--- src/rtl/regi.sv ---
// ---------------------------------------------------------------------------
// regi : clock-enabled, asynchronously reset N-bit data register.
//
// Captures d into q on a rising clk edge while ena is high and holds q while
// ena is low. An asynchronous active-high reset forces q to RST_VAL
// immediately, with no clock edge needed. upd is a registered strobe that is
// high for the cycle following any edge on which a load happened.
//
// Optional feature macro: REGI_PARITY_EN
//   When defined, adds output q_par. q_par is a flop loaded with ^d alongside
//   q, so it always equals ^q without an XOR tree on the output path.
//
// Parameters
//   WIDTH    data width of d/q, 1..64
//   RST_VAL  reset value of q, truncated or zero-extended to WIDTH
//
// Ports
//   clk    in   1      clock, rising edge
//   rst    in   1      asynchronous reset, active high
//   d      in   WIDTH  data to capture
//   ena    in   1      load enable (1 = capture d, 0 = hold)
//   q      out  WIDTH  registered data
//   upd    out  1      1 for the cycle after any load edge
//   q_par  out  1      even parity of q (REGI_PARITY_EN only)
// ---------------------------------------------------------------------------
module regi #(
    parameter int          WIDTH   = 8,
    parameter logic [63:0] RST_VAL = 64'd0
) (
    input  logic             clk,
    input  logic             rst,
    input  logic [WIDTH-1:0] d,
    input  logic             ena,
    output logic [WIDTH-1:0] q,
    output logic             upd
`ifdef REGI_PARITY_EN
    ,
    output logic             q_par
`endif
);

    // Reset value resized to the data width. Slicing a 64-bit parameter
    // truncates wide values; narrow values arrive already zero-extended.
    localparam logic [WIDTH-1:0] RV = RST_VAL[WIDTH-1:0];

    logic [WIDTH-1:0] r_q;
    logic             r_upd;

    // Data register. While ena is low, d is never sampled, so an X on d
    // cannot reach q.
    always_ff @(posedge clk or posedge rst) begin
        if (rst) begin
            r_q <= RV;
        end else if (ena) begin
            r_q <= d;
        end
    end

    // Load strobe. There is no value compare: reloading the same data still
    // pulses upd, and back-to-back loads keep it high.
    always_ff @(posedge clk or posedge rst) begin
        if (rst) begin
            r_upd <= 1'b0;
        end else begin
            r_upd <= ena;
        end
    end

    assign q   = r_q;
    assign upd = r_upd;

`ifdef REGI_PARITY_EN
    localparam logic RV_PAR = ^RV;

    logic r_q_par;

    // Parity is loaded on the same edges as q, so it tracks ^q exactly.
    always_ff @(posedge clk or posedge rst) begin
        if (rst) begin
            r_q_par <= RV_PAR;
        end else if (ena) begin
            r_q_par <= ^d;
        end
    end

    assign q_par = r_q_par;
`endif

endmodule

--- config.mk ---
export PLATFORM = sky130hd
export DESIGN_NAME = regi
export DESIGN_NICKNAME = d
export VERILOG_FILES = /design/src/rtl/regi.sv
export SDC_FILE = /design/constraint.sdc
export NUM_CORES = 1
export LEC_CHECK = 0
export ABC_CLOCK_PERIOD_IN_PS = 1000
export CAP_MARGIN = 20
export CORE_AREA = 4 4 41 43
export CTS_BUF_LIST = sky130_fd_sc_hd__clkbuf_4
export CTS_CLUSTER_DIAMETER = 120
export DETAILED_ROUTE_END_ITERATION = 10
export DIE_AREA = 0 0 45 47
export MAX_ROUTING_LAYER = met4
export SYNTH_ARGS = -nofsm -noshare
export SYNTH_HDL_FRONTEND = slang
export SYNTH_SLANG_ARGS = --single-unit
--- constraint.sdc ---
create_clock -name clk -period 1 [get_ports clk]
set_input_delay 0.1 -clock clk [delete_from_list [all_inputs] [get_ports clk]]
set_output_delay 0.1 -clock clk [all_outputs]
set_load 0.1 [all_outputs]
* Yosys cells after proc, flatten, opt, wreduce, memory -nomap -nowiden *
Index checks and enable logic that the tools add are counted.
W data, S select, Z words.

storage, ports and cells
  register bits after elaboration = 9
  output and inout bits = 9
  input port bits = 11

* Longest topological paths before layout *
Gate-level depths: netlist of run 1.

  depth after elaboration = 0
  gate-level depth with buffers = 2

* Worst setup path after synthesis of run 1 *
No wires, ideal clock.

  path kind = reg2reg
  start point = register, netlist name q[0]
  end point = register r_q[0], in the netlist q[0]
  setup time = 126 ps
  data arrival time = 1,132 ps
  cell stages (with the launch flop) = 2
  slack = -258 ps
  cells stage by stage = dfrtp_1 mux2_4

RTL lines
  element               RTL line  text
  to (signal assigned)  53        r_q <= RV;
  to (signal assigned)  55        r_q <= d;
  to (decl)             46        logic [WIDTH-1:0] r_q;

* Worst setup path in the final report of run 1 *
  start point = register r_q[5], in the netlist q[5]
  end point = output port q[5]

RTL lines
  element    RTL line  text
  to (decl)  34        output logic [WIDTH-1:0] q,

No word-level cell between the ends.

==> results of run 1 <==
## path summary, 6_finish.rpt
path	from	cells after the start	endpoint	slack [ns]
worst max-delay path	q[5]$_DFFE_PP0P_	1	q[5]	-0.02
worst min-delay path	rst	2	q[6]$_DFFE_PP0P_	0.11
worst max register to register	q[5]$_DFFE_PP0P_	2	q[5]$_DFFE_PP0P_	0.02
worst min register to register	q[2]$_DFFE_PP0P_	1	q[2]$_DFFE_PP0P_	0.59
max in group asynchronous	rst	2	q[0]$_DFFE_PP0P_	0.60
min in group clk	d[1]	2	q[1]$_DFFE_PP0P_	0.45
## metal layers
metal / up-vias / wire length, um / track usage [%]
li1: 112 / - / -
met1: 120 / 326 / 10.4
met2: 15 / 396 / 14.4
met3: 0 / 85 / 5.36
met4: 0 / 0 / 5.26
met5: - / 0 / -
## flip-flops by register name, indices dropped and copies added (netlist names)
| register | count |
|---|---|
| upd | 1 |
| q | 8 |
## cell usage after synthesis, drive strengths merged
| cell | number | area share, % |
|---|---|---|
| buf | 1 | 3.1 |
| inv | 1 | 1.0 |
| mux2 | 8 | 33 |
| dfrtp | 9 | 63 |
## metrics by stage
stage               util, %  hold slack [ns]  TNS [ns]  setup WS, ns  cell area, um2
floorplan                 -          -0.0719    -0.215       -0.0268             390
global placement       53.7            0.377     -1.31        -0.166             698
detailed placement     53.7            0.406     -1.54        -0.202             698
CTS                    56.5            0.121    -0.272       -0.0432             736
global route           56.8            0.160    -0.385       -0.0542             739
finish                 56.8            0.114    -0.155       -0.0227             739
## what timing repair did
action / 4_1_cts / 5_1_grt
resized for setup: 0 / 1
setup buffers: 1 / 0
endpoints found under the setup margin: 8 / 9
## cell type report
type	instances	area [um2]	share of cell area [%]
clock buffers	4	30.0	4.06
inverters	1	3.75	0.508
multi-input cells	8	120	16.2
repair buffers	21	312	42.1
flip-flops and latches	9	255	34.5
well taps	15	18.8	2.54
## cell families (layout without fill, tap and decap cells)
family / after synthesis / count (layout) / synth area share (%)
flip-flops: 9 / 9 / 62.5
buffers and inverters: 2 / 26 / 4.17
multiplexers: 8 / 8 / 33.3
## power breakdown
part	switching (mW)	internal [mW]
Sequential	0.0389	0.420
Clock	0.124	0.181
Combinational	0.307	0.230
==> flow_summary.json, run 1 <==
{
  "clk_pin_slew_ns": 0.06,
  "grt_pass1_wl_mm": 1.31,
  "insertion_delay_ns": 0.26,
  "rsz0062_at_grt": "true",
  "wl_per_cell_um": 13.9,
  "min_period_over_period_pct": 102,
  "gp_congestion": 0.691,
  "nNetsFinal": 55,
  "cts_buffers": 3,
  "core-area_um2": 1300,
  "antenna_found_initial": 0,
  "ant_nets": 0,
  "status": "complete, but fails checks",
  "ioPinCount": 20,
  "initial_utilization_pct": 27.7,
  "ctsHoldBuffers": 0,
  "hold_violations": 0,
  "drc": 0,
  "report.final.slew_viol_count": 0,
  "synth_cell_types": 4,
  "yosys_register_bits": 9,
  "final_cell_mix": "clkdlybuf4s50_1, buf_12, mux2_4, dfrtp_4, clkbuf_4",
  "htreeDepth": 1,
  "antenna_cells": 0,
  "synth_cells": 19,
  "dr.first_iter.drc_count": 1,
  "cts.sinks": 9,
  "final_cells": 58,
  "grt_pass1_vias": 276,
  "cts.path.max_buffers": 2,
  "hold_class": "in -> async",
  "skew_ns": 0,
  "routed_wirelength_um": 808,
  "leakage_nw": 0.326,
  "setup.worst_path.class": "reg -> out",
  "overflow": 0,
  "dr.pass1.iters": 2,
  "dieArea_um2": 2120,
  "worstPathMaxFanout": 2,
  "slowest_delay_ns": 0.49,
  "fin_ws_ns": -0.0227,
  "violations": "setup timing",
  "num_rows": 13,
  "synth_warnings": 0,
  "path_delay_family": "flip-flops",
  "drive_above_1_share_pct": 72.1,
  "grt_max_degree": 10,
  "dpl.hpwl_um": 615,
  "dr_total_vias": 247,
  "num-fill-cells": 115,
  "powerDensity_nw_per_um2": 1760,
  "viasPerCell": 4.26,
  "portBuffers": 19,
  "dp_cells": 53,
  "root_buffer": "clkbuf_4",
  "syn_nets": 30,
  "power_mw": 1.30,
  "path_cells": "buf_12",
  "critPathLaunchType": "flip-flop",
  "endpoint_kind": "primary output",
  "cts_tree": "yes",
  "cp_data_arrival_time_ns": 0.92,
  "ys_seq_area_share_pct": 62.5,
  "period_minus_slack_ns": 1.02,
  "max_freq_mhz": 978,
  "synth_area_um2": 360,
  "setup_violations": 8,
  "area_growth_pct": 105,
  "die_h_um": 47,
  "cap_violations": 0,
  "maxSlewHeadroom_pct": 76.8,
  "worst_pin_slew_ns": 0.347,
  "avgSynthCellArea_um2": 19.0,
  "die_w_um": 45,
  "ir_drop_mv": 0.896,
  "critical_path_required_ns": 0.90,
  "critPathSlowestCell": "dfrtp_4",
  "gr-usage-all-layers_pct": 9.74,
  "crit_buf_inv": 1
}
Power figures use the tool's default switching activity.
==> run 2: changes to the inputs <==
--- a/config.mk
+++ b/config.mk
@@ -12,6 +12,7 @@
 export CTS_CLUSTER_DIAMETER = 120
 export DETAILED_ROUTE_END_ITERATION = 10
 export DIE_AREA = 0 0 45 47
+export GPL_TIMING_DRIVEN = 0
 export MAX_ROUTING_LAYER = met4
 export SYNTH_ARGS = -nofsm -noshare
 export SYNTH_HDL_FRONTEND = slang
==> run 2 against run 1 <==
  * The run still ends with setup timing left
  * Global-route usage fell by 1.3 points
  * Sequential power about the same
  * Critical path depth did not move
  * Flip-flop and latch count is the same
  * Final cell count grew 3.4%
  * Critical path type unchanged
  * Largest power group unchanged
  * Highest routed layer unchanged
==> flow_summary.json, run 2 (synthesized netlist as in run 1, its figures left out) <==
{
  "status": "complete, but fails checks",
  "violations": "setup timing",
  "die_h_um": 47,
  "core-area_um2": 1300,
  "critical_path_required_ns": 0.90,
  "wl_per_cell_um": 12.8,
  "htreeDepth": 1,
  "dp_cells": 53,
  "powerDensity_nw_per_um2": 1760,
  "gp_congestion": 0.721,
  "final_common_cell": "clkdlybuf4s50_1",
  "min_period_over_period_pct": 102,
  "tns_ns": -0.0904,
  "area_growth_pct": 103,
  "clk_pin_slew_ns": 0.06,
  "share_comb_of_total_power_pct": 41.7,
  "critPathLaunchType": "flip-flop",
  "portBuffers": 19,
  "dr.first_iter.drc_count": 4,
  "gr-usage-all-layers_pct": 8.42,
  "initial_utilization_pct": 27.7,
  "ant_nets": 0,
  "leakage_nw": 0.328,
  "final_cells": 60,
  "grt_pass1_wl_mm": 1.16,
  "final_cell_mix": "clkdlybuf4s50_1, mux2_4, buf_12, dfrtp_4, clkbuf_4",
  "setup.worst_path.class": "reg -> out",
  "viasPerCell": 4.13,
  "antenna_found_initial": 0,
  "report.final.slew_viol_count": 0,
  "root_buffer": "clkbuf_4",
  "path_delay_family": "flip-flops",
  "max_freq_mhz": 983,
  "endpoint_kind": "primary output",
  "hold_class": "in -> async",
  "num-fill-cells": 123,
  "nNetsFinal": 57,
  "maxSlewHeadroom_pct": 77.3,
  "slowest_delay_ns": 0.49,
  "antenna_cells": 0,
  "dr_total_vias": 248,
  "cap_violations": 0,
  "routed_wirelength_um": 765,
  "pwr-share-clk_pct": 22.9,
  "cts.path.max_buffers": 2,
  "path_cells": "buf_12",
  "grt_pass1_vias": 274,
  "swShare_pct": 35.7,
  "rsz0062_at_grt": "true",
  "hold_violations": 0,
  "crit_buf_inv": 1,
  "drive_above_1_share_pct": 73.3,
  "drc": 0,
  "cp_data_arrival_time_ns": 0.92,
  "power_frac_seq_pct": 35.5,
  "final_area_um2": 733,
  "largest_reg_flops": 8,
  "ioPinCount": 20,
  "worst_pin_slew_ns": 0.341,
  "overflow": 0,
  "cell_internal_pwr_mw": 0.829,
  "multiInputGateArea_um2": 120,
  "fin_ws_ns": -0.0176,
  "grt_max_degree": 10,
  "num_rows": 13,
  "hold_slack_ns": 0.127,
  "cts_buffers": 3,
  "critPathSlowestCell": "dfrtp_4",
  "place_ws_ns": -0.620,
  "dr.pass1.iters": 2,
  "period_minus_slack_ns": 1.02,
  "ir_drop_mv": 0.827,
  "die_w_um": 45,
  "setup_violations": 8,
  "regArea_um2": 255,
  "dieArea_um2": 2120,
  "placed_cell_area_um2": 599,
  "cts.sinks": 9,
  "worstPathMaxFanout": 2,
  "p_sw_mw": 0.461,
  "insertion_delay_ns": 0.25,
  "skew_ns": 0,
  "cts_tree": "yes"
}
run 2: area by class of cell:
cell class	instances	area share (%)
multi-input combinational	8	16.4
tap	15	2.56
clock buffer	4	4.10
timing repair buffer	22	40.1
buffer	1	1.54
inverter	1	0.512
sequential	9	34.8
run 2: final timing paths:
check,start,end,slack [ns],cells past startpoint
worst min-delay path,rst,q[6]$_DFFE_PP0P_,0.13,2
worst max register to register,q[1]$_DFFE_PP0P_,q[1]$_DFFE_PP0P_,0,2
worst min register to register,q[6]$_DFFE_PP0P_,q[6]$_DFFE_PP0P_,0.59,1
worst max-delay path,q[7]$_DFFE_PP0P_,q[7],-0.02,1
max in group asynchronous,rst,q[0]$_DFFE_PP0P_,0.59,2
min in group clk,ena,upd$_DFF_PP0_,0.33,1
run 2: power groups by stage:
stage | clock network, mW | registers [mW] | logic [mW]
6_report | 0.295 | 0.458 | 0.538
5_1_grt | 0.334 | 0.460 | 0.552
4_1_cts | 0.314 | 0.458 | 0.528
3_5_place_dp | 0 | 0.445 | 0.449
3_3_place_gp | 0 | 0.443 | 0.446
2_1_floorplan | 0 | 0.705 | 0.0693
run 2: repair_timing:
item,CTS,global route
hold buffers,0,0
gates resized for setup,78,1
pin swaps,0,0
buffers inserted,1,2
endpoints found under the setup margin,9,9
run 2: metal layers:
metal	track usage (%)	wire length [um]
met1	8.00	305
met2	14.1	377
met3	4.60	83
met4	3.51	0
met5	-	0
run 2: stage by stage:
| stage | util (%) | power [mW] |
|---|---|---|
| after floorplan | - | 0.774 |
| after global placement | 46.1 | 0.890 |
| after detailed placement | 46.1 | 0.894 |
| after CTS | 54.9 | 1.30 |
| after global routing | 56.3 | 1.35 |
| final | 56.3 | 1.29 |
==> run 3: changes to the inputs <==
--- a/config.mk
+++ b/config.mk
@@ -7,13 +7,16 @@
 export LEC_CHECK = 0
 export ABC_CLOCK_PERIOD_IN_PS = 1000
 export CAP_MARGIN = 20
-export CORE_AREA = 4 4 41 43
+export CELL_PAD_IN_SITES_DETAIL_PLACEMENT = 1
+export CELL_PAD_IN_SITES_GLOBAL_PLACEMENT = 2
+export CORE_MARGIN = 4
+export CORE_UTILIZATION = 24
 export CTS_BUF_LIST = sky130_fd_sc_hd__clkbuf_4
 export CTS_CLUSTER_DIAMETER = 120
 export DETAILED_ROUTE_END_ITERATION = 10
-export DIE_AREA = 0 0 45 47
 export GPL_TIMING_DRIVEN = 0
 export MAX_ROUTING_LAYER = met4
+export PLACE_DENSITY_LB_ADDON = 0.1
 export SYNTH_ARGS = -nofsm -noshare
 export SYNTH_HDL_FRONTEND = slang
 export SYNTH_SLANG_ARGS = --single-unit
==> run 3 against run 2 <==
  * The flow still finishes with violations (setup timing)
  * Die area rose by 3.3%
  * Worst setup slack got worse by 0.0045 ns
  * Critical endpoint is now q[3]
  * Flip-flop and latch count did not move
  * Largest power group unchanged
  * Count of clock-buffer cells in the layout did not move
==> flow_summary.json, run 3 (synthesized netlist as in run 1, its figures left out) <==
{
  "setup_violations": 9,
  "num_rows": 13,
  "path_cells": "buf_12",
  "hold_violations": 0,
  "cts_buffers": 3,
  "skew_ns": 0,
  "rsz0062_at_grt": "true",
  "die_h_um": 46.8,
  "swShare_pct": 36.3,
  "portBuffers": 19,
  "ir_drop_mv": 0.700,
  "grt_pass1_wl_mm": 1.66,
  "overflow": 0,
  "pwr-share-clk_pct": 23.2,
  "multiInputGateArea_um2": 120,
  "critical_path_required_ns": 0.90,
  "final_cell_mix": "clkdlybuf4s50_1, mux2_4, buf_12, dfrtp_4, clkbuf_4",
  "viasPerCell": 4.24,
  "grt_max_degree": 10,
  "cp_data_arrival_time_ns": 0.92,
  "insertion_delay_ns": 0.25,
  "share_comb_of_total_power_pct": 41.4,
  "root_buffer": "clkbuf_4",
  "min_period_over_period_pct": 102,
  "dr.pass1.iters": 1,
  "drive_above_1_share_pct": 72.7,
  "gr-usage-all-layers_pct": 12.0,
  "final_common_cell": "clkdlybuf4s50_1",
  "ioPinCount": 20,
  "worst_pin_slew_ns": 0.352,
  "fin_ws_ns": -0.0221,
  "critPathLaunchType": "flip-flop",
  "critPathSlowestCell": "dfrtp_4",
  "leakage_nw": 0.324,
  "cts.sinks": 9,
  "dieArea_um2": 2190,
  "powerDensity_nw_per_um2": 1780,
  "die_w_um": 46.8,
  "max_freq_mhz": 978,
  "antenna_cells": 0,
  "setup.worst_path.class": "reg -> out",
  "nNetsFinal": 56,
  "hold_class": "in -> async",
  "gp_congestion": 0.650,
  "regArea_um2": 255,
  "wl_per_cell_um": 16.2,
  "antenna_found_initial": 0,
  "period_minus_slack_ns": 1.02,
  "path_delay_family": "flip-flops",
  "final_area_um2": 729,
  "grt_pass1_vias": 323,
  "routed_wirelength_um": 954,
  "violations": "setup timing",
  "clk_pin_slew_ns": 0.06,
  "crit_buf_inv": 1,
  "initial_utilization_pct": 26.7,
  "ant_nets": 0,
  "num-fill-cells": 124,
  "report.final.slew_viol_count": 0,
  "htreeDepth": 1,
  "slowest_delay_ns": 0.49,
  "status": "complete, but fails checks",
  "cell_internal_pwr_mw": 0.827,
  "area_growth_pct": 102,
  "power_frac_seq_pct": 35.3,
  "endpoint_kind": "primary output",
  "cts.path.max_buffers": 2,
  "maxSlewHeadroom_pct": 76.5,
  "worstPathMaxFanout": 2,
  "cap_violations": 0,
  "dr_total_vias": 250,
  "p_sw_mw": 0.472,
  "cts_tree": "yes",
  "dr.first_iter.drc_count": 0,
  "drc": 0,
  "largest_reg_flops": 8,
  "power_mw": 1.30,
  "core-area_um2": 1350,
  "placed_cell_area_um2": 599
}
## run 3: changes by cell type in the layout (fill, tap and decap cells not counted), sizes merged
cell,delta
buf,-1
## run 3: area by class of cell
class,instances,area share (%)
Buffer,1,1.54
Tap cell,15,2.57
Clock buffer,4,4.12
Sequential cell,9,35.0
Inverter,1,0.515
Timing Repair Buffer,21,39.8
Multi-Input combinational cell,8,16.5
## run 3: timing repair
action,CTS,global route
gates resized for setup,77,3
setup buffers,2,0
setup endpoints to repair,9,11
hold buffers,0,0
## run 3: routing by layer
| metal | routed length [um] | vias to the layer above | track usage [%] |
|---|---|---|---|
| met5 | 0 | - | - |
| met4 | 0 | 0 | 4.97 |
| met3 | 66 | 0 | 3.45 |
| met2 | 503 | 12 | 19.2 |
| met1 | 384 | 124 | 13.9 |
| li1 | - | 114 | - |
## run 3: path summary, 6_finish.rpt
| kind | startpoint | to | slack [ns] | cells after the start |
|---|---|---|---|---|
| max in group asynchronous | rst | q[4]$_DFFE_PP0P_ | 0.60 | 2 |
| worst min-delay path | rst | q[0]$_DFFE_PP0P_ | 0.11 | 2 |
| worst max register to register | q[7]$_DFFE_PP0P_ | q[7]$_DFFE_PP0P_ | -0.01 | 2 |
| worst max-delay path | q[3]$_DFFE_PP0P_ | q[3] | -0.02 | 1 |
| min in group clk | ena | upd$_DFF_PP0_ | 0.35 | 1 |
| worst min register to register | q[4]$_DFFE_PP0P_ | q[4]$_DFFE_PP0P_ | 0.60 | 1 |
## run 3: power by group through the flow
stage / Combinational, mW / Clock [mW] / Sequential (mW)
final: 0.539 / 0.302 / 0.459
after global routing: 0.555 / 0.343 / 0.465
after CTS: 0.535 / 0.327 / 0.458
after detailed placement: 0.453 / 0 / 0.448
after global placement: 0.447 / 0 / 0.443
after floorplan: 0.0693 / 0 / 0.705
## run 3: per-stage QoR
stage               util [%]  hold slack, ns  TNS [ns]  setup slack (ns)  std cells
finish                  54.0           0.112    -0.150           -0.0221         59
global route            54.0           0.149    -0.451           -0.0589         59
CTS                     53.1           0.104    -0.326           -0.0444         59
global placement        44.4           0.374     -6.87            -0.617         53
floorplan                  -         -0.0719    -0.215           -0.0268         19
detailed placement      44.4           0.398     -7.14            -0.647         53
